### src/rtl/doitgen_pkg.sv
// doitgen_pkg: shared types, sizes and index helpers for the doitgen scheduler.
//   - state_t   : controller FSM states (IDLE, MAC, WB, FIN)
//   - W, DIM_MAX: element width and maximum loop extent
//   - N_A, N_X  : element counts of the A tensor (8) and X matrix (4)
//   - idx_a/idx_x map (r,q,s) / (s,p) to the flat element index
//   - clamp_dim limits a requested extent to DIM_MAX
package doitgen_pkg;

    localparam int W       = 8;
    localparam int DIM_MAX = 2;
    localparam int N_A     = 8;
    localparam int N_X     = 4;
    localparam int CW      = $clog2(DIM_MAX);   // loop counter width
    localparam int DW      = 2;                 // extent input width
    localparam int AW      = $clog2(N_A);
    localparam int XW      = $clog2(N_X);

    typedef enum logic [1:0] {
        IDLE,
        MAC,
        WB,
        FIN
    } state_t;

    function automatic logic [AW-1:0] idx_a(logic [CW-1:0] r, logic [CW-1:0] q, logic [CW-1:0] s);
        return AW'(4 * r + 2 * q + s);
    endfunction

    function automatic logic [XW-1:0] idx_x(logic [CW-1:0] s, logic [CW-1:0] p);
        return XW'(2 * s + p);
    endfunction

    function automatic logic [DW-1:0] clamp_dim(logic [DW-1:0] d);
        return (d > DW'(DIM_MAX)) ? DW'(DIM_MAX) : d;
    endfunction

    // True when counter c is on the last iteration of a loop of extent n.
    function automatic logic is_last(logic [CW-1:0] c, logic [DW-1:0] n);
        return (DW'(c) + DW'(1)) == n;
    endfunction

endpackage

### src/rtl/doitgen_if.sv
// doitgen_if: host <-> scheduler handshake and operand/result bus.
//   start       host request (sampled by the scheduler only when idle)
//   a_in, x_in  packed A tensor / X matrix, element 0 in the MSBs
//   nr, nq, np  loop extents
//   busy, done  job in progress / one-cycle result-valid pulse
//   aout        packed result tensor, held until the next done
interface doitgen_if #(
    parameter int W = doitgen_pkg::W
);
    logic           start;
    logic [8*W-1:0] a_in;
    logic [4*W-1:0] x_in;
    logic [1:0]     nr;
    logic [1:0]     nq;
    logic [1:0]     np;
    logic           busy;
    logic           done;
    logic [8*W-1:0] aout;

    modport master (
        output start, a_in, x_in, nr, nq, np,
        input  busy, done, aout
    );

    modport slave (
        input  start, a_in, x_in, nr, nq, np,
        output busy, done, aout
    );
endinterface

### src/rtl/doitgen_mac.sv
// doitgen_mac: combinational multiply-accumulate o_sum = i_acc + i_a * i_x.
//   i_acc, i_a, i_x : W-bit accumulator and operands
//   o_sum           : W-bit result
// Build option DOITGEN_SAT_EN: product and sum saturate at 2^W-1;
// otherwise the product truncates and the sum wraps modulo 2^W.
module doitgen_mac #(
    parameter int W = 8
) (
    input  logic [W-1:0] i_acc,
    input  logic [W-1:0] i_a,
    input  logic [W-1:0] i_x,
    output logic [W-1:0] o_sum
);
    import doitgen_pkg::*;

`ifdef DOITGEN_SAT_EN
    logic [2*W-1:0] w_prod;
    logic [W-1:0]   w_prod_sat;
    logic [W:0]     w_sum_full;

    assign w_prod     = {{W{1'b0}}, i_a} * {{W{1'b0}}, i_x};
    assign w_prod_sat = (|w_prod[2*W-1:W]) ? {W{1'b1}} : w_prod[W-1:0];
    assign w_sum_full = {1'b0, i_acc} + {1'b0, w_prod_sat};
    assign o_sum      = w_sum_full[W] ? {W{1'b1}} : w_sum_full[W-1:0];
`else
    logic [W-1:0] w_prod;

    // W-bit context keeps only the low half of the product.
    assign w_prod = i_a * i_x;
    assign o_sum  = i_acc + w_prod;
`endif

endmodule

### src/rtl/doitgen_sched.sv
// doitgen_sched: one-MAC-per-cycle scheduler for A[r][q][p] = sum_s A[r][q][s]*X[s][p]
// over a packed 2x2x2 tensor.
//   clk    rising-edge clock
//   rst_n  asynchronous active-low reset; aborts any job in flight
//   bus    doitgen_if slave: start/a_in/x_in/nr/nq/np in, busy/done/aout out
// Build option DOITGEN_SAT_EN (in doitgen_mac) selects saturating arithmetic.
module doitgen_sched #(
    parameter int W = doitgen_pkg::W
) (
    input  logic     clk,
    input  logic     rst_n,
    doitgen_if.slave bus
);
    import doitgen_pkg::*;

    state_t           r_state;
    state_t           w_state_nxt;
    logic [W-1:0]     r_a   [N_A];
    logic [W-1:0]     r_x   [N_X];
    logic [W-1:0]     r_acc [DIM_MAX];
    logic [W-1:0]     w_a_wb [N_A];
    logic [N_A*W-1:0] w_a_wb_flat;
    logic [N_A*W-1:0] r_aout;
    logic [CW-1:0]    r_r, r_q, r_p, r_s;
    logic [DW-1:0]    r_nr, r_nq, r_np;
    logic [DW-1:0]    w_nr, w_nq, w_np;
    logic             w_zero_dim;
    logic             w_s_last, w_p_last, w_q_last, w_r_last;
    logic [W-1:0]     w_mac_sum;

    assign w_nr       = clamp_dim(bus.nr);
    assign w_nq       = clamp_dim(bus.nq);
    assign w_np       = clamp_dim(bus.np);
    assign w_zero_dim = (w_nr == '0) || (w_nq == '0) || (w_np == '0);

    // The reduction index s runs over the same extent as p.
    assign w_s_last = is_last(r_s, r_np);
    assign w_p_last = is_last(r_p, r_np);
    assign w_q_last = is_last(r_q, r_nq);
    assign w_r_last = is_last(r_r, r_nr);

    doitgen_mac #(.W(W)) u_mac (
        .i_acc (r_acc[r_p]),
        .i_a   (r_a[idx_a(r_r, r_q, r_s)]),
        .i_x   (r_x[idx_x(r_s, r_p)]),
        .o_sum (w_mac_sum)
    );

    // Working A with the current row's accumulators written back. Used both
    // for the WB update and to load aout on the edge into FIN, so that done
    // and the new aout appear in the same cycle.
    always_comb begin
        // NOTE: every combinational output gets a default before any
        // conditional assignment, otherwise a latch is inferred.
        w_a_wb_flat = '0;
        for (int i = 0; i < N_A; i++) w_a_wb[i] = r_a[i];
        for (int pp = 0; pp < DIM_MAX; pp++) begin
            if (DW'(pp) < r_np) w_a_wb[idx_a(r_r, r_q, CW'(pp))] = r_acc[pp];
        end
        for (int i = 0; i < N_A; i++) w_a_wb_flat[N_A*W-1-W*i -: W] = w_a_wb[i];
    end

    always_comb begin
        w_state_nxt = r_state;
        case (r_state)
            IDLE:    if (bus.start) w_state_nxt = w_zero_dim ? FIN : MAC;
            MAC:     if (w_s_last && w_p_last) w_state_nxt = WB;
            WB:      w_state_nxt = (w_q_last && w_r_last) ? FIN : MAC;
            FIN:     w_state_nxt = IDLE;
            default: w_state_nxt = IDLE;
        endcase
    end

    always_ff @(posedge clk or negedge rst_n) begin
        if (!rst_n) r_state <= IDLE;
        // NOTE: sequential state uses non-blocking assignments so every
        // register samples pre-edge values, independent of statement order.
        else        r_state <= w_state_nxt;
    end

    always_ff @(posedge clk or negedge rst_n) begin
        if (!rst_n) begin
            // NOTE: the small operand/accumulator arrays are reset explicitly
            // so an aborted job leaves no stale data visible anywhere.
            for (int i = 0; i < N_A; i++) r_a[i] <= '0;
            for (int i = 0; i < N_X; i++) r_x[i] <= '0;
            for (int i = 0; i < DIM_MAX; i++) r_acc[i] <= '0;
            r_aout <= '0;
            r_r    <= '0;
            r_q    <= '0;
            r_p    <= '0;
            r_s    <= '0;
            r_nr   <= '0;
            r_nq   <= '0;
            r_np   <= '0;
        end else begin
            case (r_state)
                IDLE: begin
                    if (bus.start) begin
                        for (int i = 0; i < N_A; i++) r_a[i] <= bus.a_in[N_A*W-1-W*i -: W];
                        for (int j = 0; j < N_X; j++) r_x[j] <= bus.x_in[N_X*W-1-W*j -: W];
                        for (int i = 0; i < DIM_MAX; i++) r_acc[i] <= '0;
                        r_nr <= w_nr;
                        r_nq <= w_nq;
                        r_np <= w_np;
                        r_r  <= '0;
                        r_q  <= '0;
                        r_p  <= '0;
                        r_s  <= '0;
                        if (w_zero_dim) r_aout <= bus.a_in;
                    end
                end
                MAC: begin
                    r_acc[r_p] <= w_mac_sum;
                    if (w_s_last) begin
                        r_s <= '0;
                        r_p <= w_p_last ? '0 : r_p + 1'b1;
                    end else begin
                        r_s <= r_s + 1'b1;
                    end
                end
                WB: begin
                    for (int i = 0; i < N_A; i++) r_a[i] <= w_a_wb[i];
                    for (int i = 0; i < DIM_MAX; i++) r_acc[i] <= '0;
                    r_p <= '0;
                    r_s <= '0;
                    if (w_q_last) begin
                        r_q <= '0;
                        r_r <= w_r_last ? '0 : r_r + 1'b1;
                    end else begin
                        r_q <= r_q + 1'b1;
                    end
                    if (w_q_last && w_r_last) r_aout <= w_a_wb_flat;
                end
                default: ;
            endcase
        end
    end

    assign bus.busy = (r_state != IDLE);
    assign bus.done = (r_state == FIN);
    assign bus.aout = r_aout;

endmodule

### src/flat_wrapper.sv
// flat-port wrapper written by rule: the top's interface ports become plain ports
module doitgen_sched_flat import doitgen_pkg::*;
#(
    parameter int W = doitgen_pkg::W
)
  (clk, rst_n, bus_start, bus_a_in, bus_x_in, bus_nr, bus_nq, bus_np, bus_busy, bus_done, bus_aout);
  doitgen_if #(.W(W)) bus_i ();
  input  logic clk;
  input  logic rst_n;
  input wire logic [$bits(bus_i.start)-1:0] bus_start;
  input wire logic [$bits(bus_i.a_in)-1:0] bus_a_in;
  input wire logic [$bits(bus_i.x_in)-1:0] bus_x_in;
  input wire logic [$bits(bus_i.nr)-1:0] bus_nr;
  input wire logic [$bits(bus_i.nq)-1:0] bus_nq;
  input wire logic [$bits(bus_i.np)-1:0] bus_np;
  output wire logic [$bits(bus_i.busy)-1:0] bus_busy;
  output wire logic [$bits(bus_i.done)-1:0] bus_done;
  output wire logic [$bits(bus_i.aout)-1:0] bus_aout;
  assign bus_i.start = bus_start;
  assign bus_i.a_in = bus_a_in;
  assign bus_i.x_in = bus_x_in;
  assign bus_i.nr = bus_nr;
  assign bus_i.nq = bus_nq;
  assign bus_i.np = bus_np;
  assign bus_busy = bus_i.busy;
  assign bus_done = bus_i.done;
  assign bus_aout = bus_i.aout;
  doitgen_sched #(.W(W)) u_core (.clk(clk), .rst_n(rst_n), .bus(bus_i));
endmodule
### config.mk
export PLATFORM = sky130hd
export DESIGN_NAME = doitgen_sched_flat
export DESIGN_NICKNAME = d
export VERILOG_FILES = /design/src/rtl/doitgen_pkg.sv /design/src/rtl/doitgen_if.sv /design/src/rtl/doitgen_mac.sv /design/src/rtl/doitgen_sched.sv /design/src/flat_wrapper.sv
export SDC_FILE = /design/constraint.sdc
export NUM_CORES = 1
export LEC_CHECK = 0
export ABC_AREA = 1
export CELL_PAD_IN_SITES_DETAIL_PLACEMENT = 1
export CELL_PAD_IN_SITES_GLOBAL_PLACEMENT = 2
export CORE_UTILIZATION = 28
export CTS_CLUSTER_DIAMETER = 30
export DETAILED_ROUTE_END_ITERATION = 7
export PLACE_DENSITY_LB_ADDON = 0.1
export SLEW_MARGIN = 15
export SYNTH_ARGS = -nofsm -noshare
export SYNTH_HDL_FRONTEND = slang
export SYNTH_SLANG_ARGS = --single-unit
### constraint.sdc
create_clock -name clk -period 4.6 [get_ports clk]
set_input_delay 0.92 -clock clk [delete_from_list [all_inputs] [get_ports clk]]
set_output_delay 0.92 -clock clk [all_outputs]
set_load 0.01 [all_outputs]
Word level (Yosys, flattened, before mapping):

Index checks and enable logic that the tools add are counted.

* memory bits (read-only): 0
* latch bits: 0
* bits of input ports: 105
* memories: 0
* output and inout bits: 66
* logic and storage cells: 136
* bits in writable memories: 0
* flip-flop bits (word level): 188

* magnitude comparators: 13
* reductions and logical operators: 21
* divide/modulo/power cells: 0
* add/sub/neg operators: 13
* eq/ne operators: 13
* bitwise gates (word level): 5
* multiplexer cells: 47
* shifts and indexed selects: 0
* $mul: 1

Operators with widths (number)
* 2-to-1 mux 64 bit: 6
* case mux 64 bit (2 select lines): 2
* bitwise mux 64 bit: 2
* 2-to-1 mux 8 bit: 10
* demux 8 bit (select 3 bit): 2
* case mux 16 bit (3 select lines): 1
* binary-select mux 8 bit (select 3 bit): 1
* binary-select mux 8 bit (select 2 bit): 1
* bitwise mux 16 bit: 1
* 2-to-1 mux 16 bit: 1
* 2-to-1 mux 2 bit: 7
* >= comparator 4 bit (second input constant): 3
* inverter 3 -> 4 bit: 3
* inequality test 2 x 1 -> 1 bit (second input constant): 5
* adder 1 x 1 -> 2 bit (second input constant): 4
* adder 8 bit: 1
* demux 8 bit (select 1 bit): 1
* == test 2 bit: 4
* zero test 2 bit: 4
* less-than comparator 4 x 1 -> 1 bit (second input constant): 2
* multiplier 8 x 8 -> 8 bit: 1
* case mux 2 bit (4 select lines): 1
* AND reduction 2 bit: 4
* 2-to-1 mux 1 bit: 7
* other kinds (23): 39

Logic depth before layout (Yosys ltp):

Gate-level depths: netlist (run 1).

* depth in word-level cells: 12
* gate-level depth with buffers: 29
* mapped depth without buffers: 27

By module:

A second synthesis (run 1) with hierarchy kept.

* cell total of the unflattened synthesis: 1542
* area, all modules: 10984.3 um^2

Modules (own cells, without submodules)
* doitgen_sched: sequential area each 4704.5 um^2, times used 1, area an instance 9679.3 um^2, cells each 1344
* doitgen_mac: sequential area each 0.0 um^2, times used 1, area an instance 1305.0 um^2, cells each 198

Worst setup path after synthesis (run 1):

Ideal clock, no wire load.

* path type: register -> register
* start point: reg u_core.r_q
* end point: reg u_core.r_acc[15] (netlist bit)
* setup slack: 0.218 ns
* library setup time: 0.116 ns
* data arrival time: 4.265 ns
* buffers on the path: 0
* clock period less this slack: 4.382 ns
* stages on the path, launching flop included: 26
* required time: 4.484 ns
* path through: dfrtp_1 > nor2_2 > nand3_1 > nand2_1 > inv_2 > nand2_4 > nand2_1 > fa_1 > fa_1 > inv_1 > fa_1 > inv_1 > fa_1 > inv_1 > ha_1 > a21oi_1 > nand2_1 > nand3b_1 > nand2_1 > inv_1 > nand2_1 > nand2_1 > nand2_1 > nand2_1 > nand2_1 > nand2_1

* longest elaborated chain between the ends: 10

Ends and longest elaborated chain
* from (decl): RTL line doitgen_sched.sv:24 `logic [CW-1:0] r_r, r_q, r_p, r_s;`
* from (signal assigned): RTL line doitgen_sched.sv:131 `r_q <= r_q + 1'b1;`
* adder 3 x 2 -> 3 bit: RTL line doitgen_pkg.sv:26 `return AW'(4 * r + 2 * q + s);`
* adder 3 x 1 -> 3 bit: RTL line doitgen_pkg.sv:26
* inverter 3 -> 4 bit (implied by the code): RTL line doitgen_sched.sv:44 `.i_a (r_a[idx_a(r_r, r_q, r_s)]),`
* binary-select mux 8 bit (select 3 bit): RTL line doitgen_sched.sv:44
* 2-to-1 mux 8 bit (implied by the code) (2 in a row): RTL line doitgen_sched.sv:44
* multiplier 8 x 8 -> 8 bit: RTL line doitgen_mac.sv:29 `assign w_prod = i_a * i_x;`
* adder 8 bit: RTL line doitgen_mac.sv:30 `assign o_sum = i_acc + w_prod;`
* bitwise mux 16 bit: RTL line doitgen_sched.sv:114 `r_acc[r_p] <= w_mac_sum;`
* case mux 16 bit (3 select lines): RTL line doitgen_sched.sv:97 `case (r_state)`
* to (signal, indexed assignment): RTL line doitgen_sched.sv:114
* to (decl): RTL line doitgen_sched.sv:20 `logic [W-1:0] r_acc [DIM_MAX];`

Every way passes these cells. The select of a mux whose other input is x is not followed.
A chain may end at the register's enable or synchronous reset.

Worst setup path after layout (run 1):

* start point: reg u_core.r_s
* end point: reg u_core.r_acc[15] (netlist bit)

* longest elaborated chain between the ends: 9
* elaborated cells between the ends (all ways): 14
* classes of those cells: add/sub (3); mul (1); mux (8); bitwise (2)

Ends and longest elaborated chain
* from (decl): RTL line doitgen_sched.sv:24
* from (signal assigned): RTL line doitgen_sched.sv:119 `r_s <= r_s + 1'b1;`
* adder 3 x 1 -> 3 bit / adder 2 x 1 -> 2 bit (equally long branches): RTL line doitgen_pkg.sv:26, doitgen_pkg.sv:30
* inverter 3 -> 4 bit (implied by the code) / inverter 2 -> 3 bit (equally long branches): RTL line doitgen_sched.sv:44, doitgen_sched.sv:45
* binary-select mux 8 bit (select 3 bit) / binary-select mux 8 bit (select 2 bit) (equally long branches): RTL line doitgen_sched.sv:44, doitgen_sched.sv:45
* 2-to-1 mux 8 bit, on equally long branches (2 in a row): RTL line doitgen_sched.sv:44, doitgen_sched.sv:45
* multiplier 8 x 8 -> 8 bit (*): RTL line doitgen_mac.sv:29
* adder 8 bit (*): RTL line doitgen_mac.sv:30
* bitwise mux 16 bit (*): RTL line doitgen_sched.sv:114
* case mux 16 bit (3 select lines) (*): RTL line doitgen_sched.sv:97

Every way passes the cells marked *; elsewhere a longest branch is shown, timed or not. The select of a mux whose other input is x is not followed.

==> flow_metrics.tcl, run 1 <==
set metrics [dict create \
    num_antenna_cells 0 \
    maxSlewViolCount 0 \
    critical_path_arrival_ps 4930 \
    clkTransAtPathRegs_ps 70 \
    run_status "complete, no violations" \
    classification_of_the_worst_setup_path "reg2reg" \
    start_util_pct 28.38 \
    finalCoreUtilization_pct 37.88 \
    cts_buffers 17 \
    vertical_extent_of_the_die_um 196.9 \
    first_global_vias 10340 \
    detailed_route_wire_length_um 41420 \
    numPortBuffers 170 \
    syn_nets 1585 \
    yosysTopAreaCell "sky130_fd_sc_hd__dfrtp_1" \
    clock_path_buffers 2 \
    wl_per_cell_um 19.11 \
    finish.net_count 1788 \
    die_area_um2 38780 \
    die_x_um 196.9 \
    h-tree-depth 4 \
    synth.lib_cells_used.distinct 32 \
    clock_tree.root_cell "sky130_fd_sc_hd__clkbuf_16" \
    post_synth_main_area_contributors "sky130_fd_sc_hd__dfrtp_1, sky130_fd_sc_hd__nand2_1, sky130_fd_sc_hd__o21ai_0" \
    worst_slack_ps 22.16 \
    min_period_ps 4578 \
    reg2reg_setup_slack_ps 20 \
    detailed_route_iter0_violations 430 \
    leakage_nw 6.951 \
    power_density_nw_per_um2 229.2 \
    worst_clock_skew_ps 13.96 \
    holdCritPathClass "reg2reg" \
    critical_path.endpoint_type "flop" \
    final_hold_fails 0 \
    clock_insertion_delay_worst_skew_ps 470 \
    final.fill_count 4598 \
    multi_input_area_um2 5207 \
    synth-seq-area-share_pct 44.22 \
    critical_path_peak_fanout 8 \
    intPower_mw 2.505 \
    flow.area_growth_from_synthesis_pct 33.49 \
    rsz0062_at_grt "yes" \
    drt_pass1_iterations 5 \
    worst-endpoint-required_ps 4950 \
    warning_count_from_the_yosys_run 0 \
    combPwrFrac_pct 5.2 \
    setup_viol_count_final 0 \
    power.share.clock_pct 44.1 \
    power_mw 3.255 \
    synth_top_area_share_pct 44.22 \
    syn-instance-count 1445 \
    fmax_mhz 218.4 \
    slew_headroom_pct 38.05 \
    io-pin-count 171 \
    grt_start_max_net_pins 106 \
    sequentialPowerShare_pct 50.7 \
    antenna_violating_nets_post_route 0 \
    cap_viol_max_count 0 \
    core.rowCount 71 \
    gp_congestion 0.8321 \
    post_synth.cell_area_avg_um2 7.362 \
    worst_slew_pin_slew_ps 929.3 \
    via_count 10180 \
    detail_route.vias_per_cell 4.697 \
    grt.total_usage_pct 21.63 \
    dpl_worst_slack_ps -200.3 \
    ys_seq_elements 188 \
    numClockSinks 188 \
    final_layout_size_suffix_gt1_share_pct 12.37 \
    fp.coreArea_um2 37490 \
    tritoncts "done" \
    whs_ps 485.8 \
    hpwlAfterDp_um 30260 \
    power.switching_fraction_pct 23.05 \
    netlist_area_um2 10640 \
    area_used_by_sequential_logic_in_the_layout_um2 4710 \
    max-vdd-ir-drop_mv 0.2668 \
    timing.critical_path.from_type "flop" \
    overflow 0 \
    grt_antenna_before_repair 3 \
    post-route-period-util_pct 99.52 \
    grt_first_pass_wirelength_um 62440 \
    detail_route.drc_violations 0 \
    net-switching-power_uw 750.4 \
]
==> metrics by stage <==
stage                     TNS [ps]  instances  area (um2)
after floorplan                  0       1445       10640
after global placement      -300.3       2119       13170
after detailed placement    -399.4       2119       13170
after CTS                        0       2153       13800
after global routing        -362.1       2168       14200
final                            0       2168       14200
==> worst max-delay path: stages, from the launching register on <==
cell	delay (ps)
sky130_fd_sc_hd__dfrtp_2	460
sky130_fd_sc_hd__buf_6	150
sky130_fd_sc_hd__clkbuf_16	160
sky130_fd_sc_hd__nand2_1	60
sky130_fd_sc_hd__o211ai_1	140
sky130_fd_sc_hd__nand4_2	240
sky130_fd_sc_hd__nand2_2	80
sky130_fd_sc_hd__fa_2	350
sky130_fd_sc_hd__fa_1	560
sky130_fd_sc_hd__inv_2	40
sky130_fd_sc_hd__fa_1	550
sky130_fd_sc_hd__inv_2	40
sky130_fd_sc_hd__fa_1	500
sky130_fd_sc_hd__inv_2	50
sky130_fd_sc_hd__ha_4	220
sky130_fd_sc_hd__a21oi_2	110
sky130_fd_sc_hd__nand2_1	70
sky130_fd_sc_hd__nand3b_1	160
sky130_fd_sc_hd__nand2_1	110
sky130_fd_sc_hd__inv_1	60
sky130_fd_sc_hd__nand2_2	60
sky130_fd_sc_hd__nand2_1	50
sky130_fd_sc_hd__nand2_1	50
sky130_fd_sc_hd__nand2_1	70
sky130_fd_sc_hd__nand2_1	60
sky130_fd_sc_hd__nand2_1	50
==> layout make-up <==
class	count	share of cell area [%]
Sequential cell	188	33.17
Timing Repair Buffer	255	17.45
Tap cell	511	4.503
Clock inverter	7	0.4934
Multi-Input combinational cell	1020	36.67
Clock buffer	21	3.243
Inverter	166	4.476
==> path summary, 6_finish.rpt <==
kind / start / endpoint / cells past startpoint
max: u_core.r_s / u_core.r_acc[15] / 25
min: u_core.r_x[24] / u_core.r_x[24] / 2
max reg2reg: u_core.r_s / u_core.r_acc[15] / 25
min reg2reg: u_core.r_x[24] / u_core.r_x[24] / 2
max in group asynchronous: rst_n / u_core.r_q / 2
min in group asynchronous: rst_n / u_core.bus.aout[41] / 1
==> layout by cell type, fill, tap and decap left out, types with 2 or more instances in the layout <==
cell type,count
sky130_fd_sc_hd__o21ai_1,3
sky130_fd_sc_hd__nand3_1,35
sky130_fd_sc_hd__nand2_2,27
sky130_fd_sc_hd__nor2_4,5
sky130_fd_sc_hd__ha_4,2
sky130_fd_sc_hd__o21ai_2,3
sky130_fd_sc_hd__inv_1,150
sky130_fd_sc_hd__buf_4,70
sky130_fd_sc_hd__a21oi_2,2
sky130_fd_sc_hd__clkbuf_1,2
sky130_fd_sc_hd__dfrtp_1,184
sky130_fd_sc_hd__dfrtp_2,4
sky130_fd_sc_hd__nor2_2,4
sky130_fd_sc_hd__ha_1,14
sky130_fd_sc_hd__nand2_4,11
sky130_fd_sc_hd__fa_1,14
sky130_fd_sc_hd__a31oi_1,64
sky130_fd_sc_hd__inv_4,3
sky130_fd_sc_hd__buf_6,7
sky130_fd_sc_hd__o22ai_1,8
sky130_fd_sc_hd__inv_2,12
sky130_fd_sc_hd__clkbuf_8,3
sky130_fd_sc_hd__o21ai_0,167
sky130_fd_sc_hd__fa_2,4
sky130_fd_sc_hd__clkinvlp_4,4
sky130_fd_sc_hd__a21oi_1,75
sky130_fd_sc_hd__buf_12,3
sky130_fd_sc_hd__nand2_1,447
sky130_fd_sc_hd__clkbuf_16,20
sky130_fd_sc_hd__nand3_2,12
sky130_fd_sc_hd__o211ai_1,5
sky130_fd_sc_hd__nor2_1,105
sky130_fd_sc_hd__xor2_1,3
sky130_fd_sc_hd__nand3b_1,4
sky130_fd_sc_hd__clkdlybuf4s50_1,169
sky130_fd_sc_hd__clkinv_2,2
==> logic make-up (layout without fill, tap and decap cells) <==
logic type | count (synthesis) | after routing | share of synthesized area [%]
AO/OA/AOI/OAI | 328 | 328 | 16.43
adder cells (fa/ha/maj) | 35 | 35 | 5.387
AND/OR/NAND/NOR | 653 | 653 | 24.51
XOR/XNOR | 4 | 4 | 0.3294
flip-flops | 188 | 188 | 44.22
buffers and inverters | 237 | 449 | 9.116
==> sequential cells by signal, summed over array words and instances (netlist names), 2 cells and up <==
| name | count |
|---|---|
| u_core.bus.aout | 64 |
| u_core.r_np | 2 |
| u_core.r_nq | 2 |
| u_core.r_acc | 16 |
| u_core.r_x | 32 |
| u_core.r_nr | 2 |
| u_core.r_a | 64 |
| u_core.r_state | 2 |
==> routing by layer <==
| layer | up-vias | share of wire (%) | GRT usage, % |
|---|---|---|---|
| li1 | 5029 | - | - |
| met5 | - | 0 | 0 |
| met4 | 0 | 2.0 | 6.632 |
| met2 | 156 | 48 | 36.00 |
| met3 | 38 | 2.8 | 2.652 |
| met1 | 4961 | 47 | 29.26 |
==> power groups by stage <==
stage	Combinational, mW	Sequential [mW]	Clock (mW)
2_1_floorplan	0.0307	1.68	0
3_3_place_gp	0.173	1.68	0
3_5_place_dp	0.173	1.68	0
4_1_cts	0.174	1.65	1.48
5_1_grt	0.187	1.65	1.54
6_report	0.169	1.65	1.43
==> repair_timing <==
action                                  CTS  global route
gates resized for setup                  18            65
endpoints found under the setup margin    2             5
cloned                                    1             5
pin swaps                                 5            48
hold buffers                              0             0
setup buffers                             6             9
==> cell usage after synthesis <==
cell type / count
sky130_fd_sc_hd__buf_2: 14
sky130_fd_sc_hd__ha_1: 17
sky130_fd_sc_hd__or2_2: 1
sky130_fd_sc_hd__nor2_2: 5
sky130_fd_sc_hd__o21ai_0: 170
sky130_fd_sc_hd__nor2_1: 106
sky130_fd_sc_hd__o221ai_1: 1
sky130_fd_sc_hd__a21oi_1: 77
sky130_fd_sc_hd__a31oi_1: 64
sky130_fd_sc_hd__inv_1: 158
sky130_fd_sc_hd__o22ai_1: 8
sky130_fd_sc_hd__buf_4: 10
sky130_fd_sc_hd__nand3_1: 46
sky130_fd_sc_hd__buf_6: 3
sky130_fd_sc_hd__nand4_2: 1
sky130_fd_sc_hd__nand2_4: 2
sky130_fd_sc_hd__inv_4: 1
sky130_fd_sc_hd__o21ai_1: 3
sky130_fd_sc_hd__clkbuf_1: 41
sky130_fd_sc_hd__xor2_1: 3
sky130_fd_sc_hd__xnor2_1: 1
sky130_fd_sc_hd__nand3_2: 1
sky130_fd_sc_hd__nand2_1: 477
sky130_fd_sc_hd__nand3b_1: 4
sky130_fd_sc_hd__fa_1: 18
sky130_fd_sc_hd__buf_1: 3
sky130_fd_sc_hd__o211ai_1: 5
sky130_fd_sc_hd__inv_2: 7
sky130_fd_sc_hd__nor2_4: 3
sky130_fd_sc_hd__nor3_1: 1
sky130_fd_sc_hd__nand2_2: 6
sky130_fd_sc_hd__dfrtp_1: 188
Power figures use the tool's default switching activity.
==> run 2, diff against run 1 <==
--- a/config.mk
+++ b/config.mk
@@ -5,10 +5,9 @@
 export SDC_FILE = /design/constraint.sdc
 export NUM_CORES = 1
 export LEC_CHECK = 0
-export ABC_AREA = 1
 export CELL_PAD_IN_SITES_DETAIL_PLACEMENT = 1
 export CELL_PAD_IN_SITES_GLOBAL_PLACEMENT = 2
-export CORE_UTILIZATION = 28
+export CORE_UTILIZATION = 31
 export CTS_CLUSTER_DIAMETER = 30
 export DETAILED_ROUTE_END_ITERATION = 7
 export PLACE_DENSITY_LB_ADDON = 0.1
==> flow_metrics.tcl, run 2 <==
set metrics [dict create \
    final.fill_count 3549 \
    clkTransAtPathRegs_ps 70 \
    grt_antenna_before_repair 1 \
    grt.total_usage_pct 21.89 \
    finish.net_count 1375 \
    critical_path_peak_fanout 5 \
    antenna_violating_nets_post_route 0 \
    post-route-period-util_pct 109.0 \
    failed_checks "setup timing" \
    hpwlAfterDp_um 25640 \
    worst-endpoint-required_ps 4960 \
    via_count 8176 \
    synth.lib_cells_used.distinct 48 \
    timing.critical_path.slowest_stage_cell "sky130_fd_sc_hd__fa_1" \
    post_synth_main_area_contributors "sky130_fd_sc_hd__dfrtp_1, sky130_fd_sc_hd__mux2i_1, sky130_fd_sc_hd__nand2_1" \
    detailed_route_iter0_violations 451 \
    detail_route.vias_per_cell 4.852 \
    final_common_cell "sky130_fd_sc_hd__nand2_1" \
    grt_start_max_net_pins 107 \
    crit_buf_inv 4 \
    timing.critical_path.slowest_cell_delay_ps 510 \
    netlist_area_um2 10160 \
    worst_clock_skew_ps 11.82 \
    cts_buffers 17 \
    setup-tns-final_ps -761.4 \
    classification_of_the_worst_setup_path "reg2reg" \
    final_hold_fails 0 \
    critical_path_arrival_ps 5370 \
    clock_path_buffers 2 \
    tritoncts "done" \
    worstPathCellList "buf_6 -> mux4_2 -> mux2_4 -> nand2_4 -> fa_1 -> inv_1 -> fa_1 -> ha_1 -> inv_2 -> fa_1 -> inv_2 -> fa_2 -> a21o_1 -> a21oi_2 -> xnor2_1 -> xnor2_1 -> xnor2_2 -> xnor3_1 -> o31ai_2" \
    setup_viol_count_final 2 \
    post_synth.cell_area_avg_um2 10.12 \
    vertical_extent_of_the_die_um 183.0 \
    timing.critical_path.from_type "flop" \
    fmax_mhz 199.5 \
    detail_route.drc_violations 0 \
    asyncSetResetFlopFracSynth_pct 100.0 \
    most_used_standard_cells_in_the_synthesized_netlist "sky130_fd_sc_hd__nand2_1, sky130_fd_sc_hd__dfrtp_1, sky130_fd_sc_hd__o21ai_0" \
    die_area_um2 33500 \
    worst_setup_path_startpoint "u_core.r_s" \
    worst_path_most_repeated_cell "sky130_fd_sc_hd__fa_1" \
    final_layout_size_suffix_gt1_share_pct 18.35 \
    synth-edff-count 0 \
    ys_seq_elements 188 \
    critical_path.top_delay_family "adder cells" \
    synth.most_common_cell "sky130_fd_sc_hd__nand2_1" \
    warning_count_from_the_yosys_run 0 \
    critical_path.endpoint_type "flop" \
    cap_viol_max_count 0 \
    clock_insertion_delay_worst_skew_ps 450 \
    synth_top_flop_cell "sky130_fd_sc_hd__dfrtp_1" \
    holdCritPathClass "reg2reg" \
    run_status "finished with violations" \
    critical_path.reg2reg.startpoint "u_core.r_s" \
    grt_first_pass_wirelength_um 54140 \
    die_x_um 183.0 \
    flow.area_growth_from_synthesis_pct 34.78 \
    synth-seq-area-share_pct 46.31 \
    synth_top_area_share_pct 46.31 \
    io-pin-count 171 \
    numPortBuffers 170 \
    rsz0062_at_grt "yes" \
    numClockSinks 188 \
    clock_tree.root_cell "sky130_fd_sc_hd__clkbuf_16" \
    min_period_ps 5012 \
    gp_congestion 0.8630 \
    core.rowCount 65 \
    layout_common_cells "sky130_fd_sc_hd__nand2_1, sky130_fd_sc_hd__dfrtp_1, sky130_fd_sc_hd__clkdlybuf4s50_1" \
    start_util_pct 31.86 \
    overflow 0 \
    detailed_route_wire_length_um 35100 \
    min-delay-start "u_core.bus.aout[19]" \
    maxSlewViolCount 0 \
    drt_pass1_iterations 4 \
    syn-instance-count 1004 \
    fp.coreArea_um2 31880 \
    whs_ps 482.7 \
    slew_headroom_pct 25.44 \
    worst_slew_pin_slew_ps 1114 \
    syn_nets 1144 \
    yosysTopAreaCell "sky130_fd_sc_hd__dfrtp_1" \
    worst_slack_ps -411.7 \
    first_global_vias 8638 \
    wl_per_cell_um 20.83 \
    h-tree-depth 4 \
]
==> run 2: cell count changes in the layout (fill, tap and decap cells not counted), moves of 45 or more <==
cell / change
sky130_fd_sc_hd__nand2_1: -246
sky130_fd_sc_hd__inv_1: -117
sky130_fd_sc_hd__mux2i_1: +89
sky130_fd_sc_hd__o21ai_0: -68
sky130_fd_sc_hd__a31oi_1: -63
sky130_fd_sc_hd__nor2_1: -52
sky130_fd_sc_hd__mux2_2: +45
==> run 2: path summary, 6_finish.rpt <==
kind	end	slack, ps	cells after the start
max	u_core.r_acc[15]	-410	19
min	u_core.bus.aout[19]	480	2
max reg2reg	u_core.r_acc[15]	-410	19
min reg2reg	u_core.bus.aout[19]	480	2
max in group asynchronous	u_core.r_a[16]	3100	2
min in group asynchronous	u_core.r_acc[7]	510	1
==> run 2: logic make-up (layout without fill, tap and decap cells) <==
kind of cell | Yosys count | in the layout | synth area share, %
buf+inv | 99 | 343 | 4.126
fa+ha+maj | 35 | 35 | 5.641
other cells | 0 | 2 | 0
mux | 168 | 168 | 19.25
simple gates | 301 | 301 | 12.26
flops | 188 | 188 | 46.31
xor+xnor | 16 | 16 | 1.724
compound gates | 197 | 197 | 10.69
==> run 2: cell type report <==
type	count	area [um2]	area share (%)
inverters	37	138.9	1.014
diodes	2	5.005	0.03655
clock inverters	10	130.1	0.9504
flip-flops and latches	188	4707	34.38
well taps	435	544.3	3.975
multi-input cells	717	5146	37.59
repair buffers	274	2556	18.67
clock buffers	22	464.2	3.390
==> run 2: what timing repair did <==
item,CTS,global route
hold buffers,0,0
pin swaps,4,5
setup buffers,5,1
endpoints found under the setup margin,4,4
gates resized for setup,9,7
gates cloned,1,0
==> run 2: metal layers <==
metal / routed length [um] / GRT usage [%] / vias up / share of wire [%]
li1: - / - / 3900 / -
met5: 0 / 0 / - / 0
met4: 453 / 5.200 / 0 / 1.3
met3: 1500 / 3.674 / 28 / 4.3
met2: 15860 / 33.67 / 181 / 45
met1: 17280 / 31.97 / 4067 / 49
==> run 2: through the flow <==
step / util, % / cell area (um2) / cells / worst slack, ps
after floorplan: - / 10200 / 1004 / -322.4
after global placement: 40.61 / 12950 / 1644 / -390.4
after detailed placement: 40.61 / 12950 / 1644 / -513.9
after CTS: 42.77 / 13640 / 1682 / -451.6
after global routing: 42.93 / 13690 / 1683 / -597.2
final: 42.95 / 13690 / 1685 / -411.7
==> run 2: worst min-delay path, stage by stage, from the launching register on <==
cell and delay [ps]:
sky130_fd_sc_hd__dfrtp_1 350, sky130_fd_sc_hd__nand2_1 50, sky130_fd_sc_hd__o21ai_0 60
Power of run 2 is not shown: default switching activity piles up to over one toggle a cycle in this logic, so the estimate is an artifact.
==> run 3, diff against run 2 <==
==> constraint.sdc (replaced) <==
create_clock -name clk -period 4.4 [get_ports clk]
set_input_delay 0.88 -clock clk [delete_from_list [all_inputs] [get_ports clk]]
set_output_delay 0.88 -clock clk [all_outputs]
set_load 0.01 [all_outputs]
==> flow_metrics.tcl, run 3 (synthesis gave the netlist of run 2 again) <==
set metrics [dict create \
    run_status "finished with violations" \
    failed_checks "setup timing" \
    worst_clock_skew_ps 10.32 \
    core.rowCount 65 \
    grt_antenna_before_repair 2 \
    worst_slack_ps -599.8 \
    flow.area_growth_from_synthesis_pct 37.46 \
    fp.coreArea_um2 31880 \
    start_util_pct 31.86 \
    tritoncts "done" \
    via_count 8238 \
    fmax_mhz 200.0 \
    gp_congestion 0.8616 \
    slew_headroom_pct 29.66 \
    die_x_um 183.0 \
    setup-tns-final_ps -1333 \
    holdCritPathClass "in2async" \
    hpwlAfterDp_um 26230 \
    drt_pass1_iterations 5 \
    die_area_um2 33500 \
    h-tree-depth 4 \
    overflow 0 \
    final_hold_fails 0 \
    dp.cells 1654 \
    grt_start_max_net_pins 105 \
    critical_path.endpoint_type "flop" \
    critical_path_peak_fanout 5 \
    final_common_cell "sky130_fd_sc_hd__nand2_1" \
    critical_path_arrival_ps 5360 \
    detailed_route_wire_length_um 35430 \
    final_layout_size_suffix_gt1_share_pct 20.29 \
    clkTransAtPathRegs_ps 70 \
    detail_route.drc_violations 0 \
    classification_of_the_worst_setup_path "reg2reg" \
    detailed_route_iter0_violations 501 \
    grt_first_pass_wirelength_um 54300 \
    cts_hold_buf 0 \
    wl_per_cell_um 20.85 \
    detail_route.vias_per_cell 4.849 \
    maxSlewViolCount 0 \
    stdcell_count 1699 \
    place_area_um2 13030 \
    rsz0062_at_grt "yes" \
    grt.total_usage_pct 22.02 \
    setup_viol_count_final 4 \
    finish.net_count 1389 \
    min_period_ps 5000 \
    layout_common_cells "sky130_fd_sc_hd__nand2_1, sky130_fd_sc_hd__dfrtp_1, sky130_fd_sc_hd__clkdlybuf4s50_1" \
    numPortBuffers 170 \
    first_global_vias 8750 \
    antenna_violating_nets_post_route 0 \
    clock_path_buffers 2 \
    io-pin-count 171 \
    timing.critical_path.from_type "flop" \
    clock_tree.root_cell "sky130_fd_sc_hd__clkbuf_16" \
    clock_insertion_delay_worst_skew_ps 450 \
    cts_buffers 17 \
    vertical_extent_of_the_die_um 183.0 \
    layout.cell_area.non_filler_um2 13960 \
    worst_slew_pin_slew_ps 1051 \
    post-route-period-util_pct 113.6 \
    cap_viol_max_count 0 \
    worst-endpoint-required_ps 4760 \
    numClockSinks 188 \
]
[run 3: changes by cell type in the layout (fill, tap and decap cells not counted), sizes merged]
cell,delta
bufinv,+1
buf,+14
clkinvlp,+1
clkbuf,-2
[run 3: timing repair]
action / 4_1_cts / 5_1_grt
cloned: 2 / 0
pin swaps: 19 / 12
endpoints found under the setup margin: 4 / 6
gates resized for setup: 25 / 7
setup buffers: 9 / 3
[run 3: critical path: stages, from the launching register on]
cell and delay (ps):
sky130_fd_sc_hd__dfrtp_2 430, sky130_fd_sc_hd__bufbuf_16 280, sky130_fd_sc_hd__buf_12 120, sky130_fd_sc_hd__mux2i_1 170, sky130_fd_sc_hd__o22ai_1 120, sky130_fd_sc_hd__or2_4 290
sky130_fd_sc_hd__and2_1 160, sky130_fd_sc_hd__fa_2 390, sky130_fd_sc_hd__ha_4 260, sky130_fd_sc_hd__ha_4 270, sky130_fd_sc_hd__inv_2 40, sky130_fd_sc_hd__fa_1 520
sky130_fd_sc_hd__inv_2 50, sky130_fd_sc_hd__ha_4 160, sky130_fd_sc_hd__fa_2 380, sky130_fd_sc_hd__a21o_1 180, sky130_fd_sc_hd__a21oi_2 130, sky130_fd_sc_hd__xnor2_1 100
sky130_fd_sc_hd__xnor2_1 250, sky130_fd_sc_hd__xnor2_2 140, sky130_fd_sc_hd__xnor3_1 270, sky130_fd_sc_hd__o31ai_2 180
[run 3: path summary, 6_finish.rpt]
path                                          from            endpoint  slack, ps  cells past startpoint
worst max-delay path                    u_core.r_s    u_core.r_acc[15]       -600                     21
worst min-delay path                         rst_n      u_core.r_a[31]        480                      1
worst max register to register          u_core.r_s    u_core.r_acc[15]       -600                     21
worst min register to register  u_core.bus.aout[3]  u_core.bus.aout[3]        480                      2
max in group asynchronous                    rst_n      u_core.r_a[57]       2960                      2
min in group clk                u_core.bus.aout[3]  u_core.bus.aout[3]        480                      2
[run 3: final cells by class]
| class | count | area, um2 |
|---|---|---|
| Clock inverter | 12 | 157.7 |
| Sequential cell | 188 | 4707 |
| Multi-Input combinational cell | 717 | 5246 |
| Antenna cell | 2 | 5.005 |
| Timing Repair Buffer | 288 | 2698 |
| Inverter | 37 | 138.9 |
| Fill cell | 3592 | 17920 |
| Tap cell | 435 | 544.3 |
| Clock buffer | 20 | 466.7 |
[run 3: through the flow]
step	hold slack, ps	setup WS (ps)	util, %
after floorplan	461.7	-522.4	-
after global routing	508.7	-782.8	43.78
after detailed placement	470.1	-674.0	40.88
final	480.1	-599.8	43.80
after global placement	468.5	-548.5	40.88
after CTS	485.9	-613.2	43.60
[run 3: routing by layer]
layer | up-vias | part of all wire [%] | track usage (%)
li1 | 3905 | - | -
met1 | 4111 | 49 | 31.14
met2 | 193 | 45 | 34.27
met3 | 29 | 4.4 | 3.852
met4 | 0 | 1.7 | 6.800
met5 | - | 0 | 0
Power of run 3 is left out for the same reason.
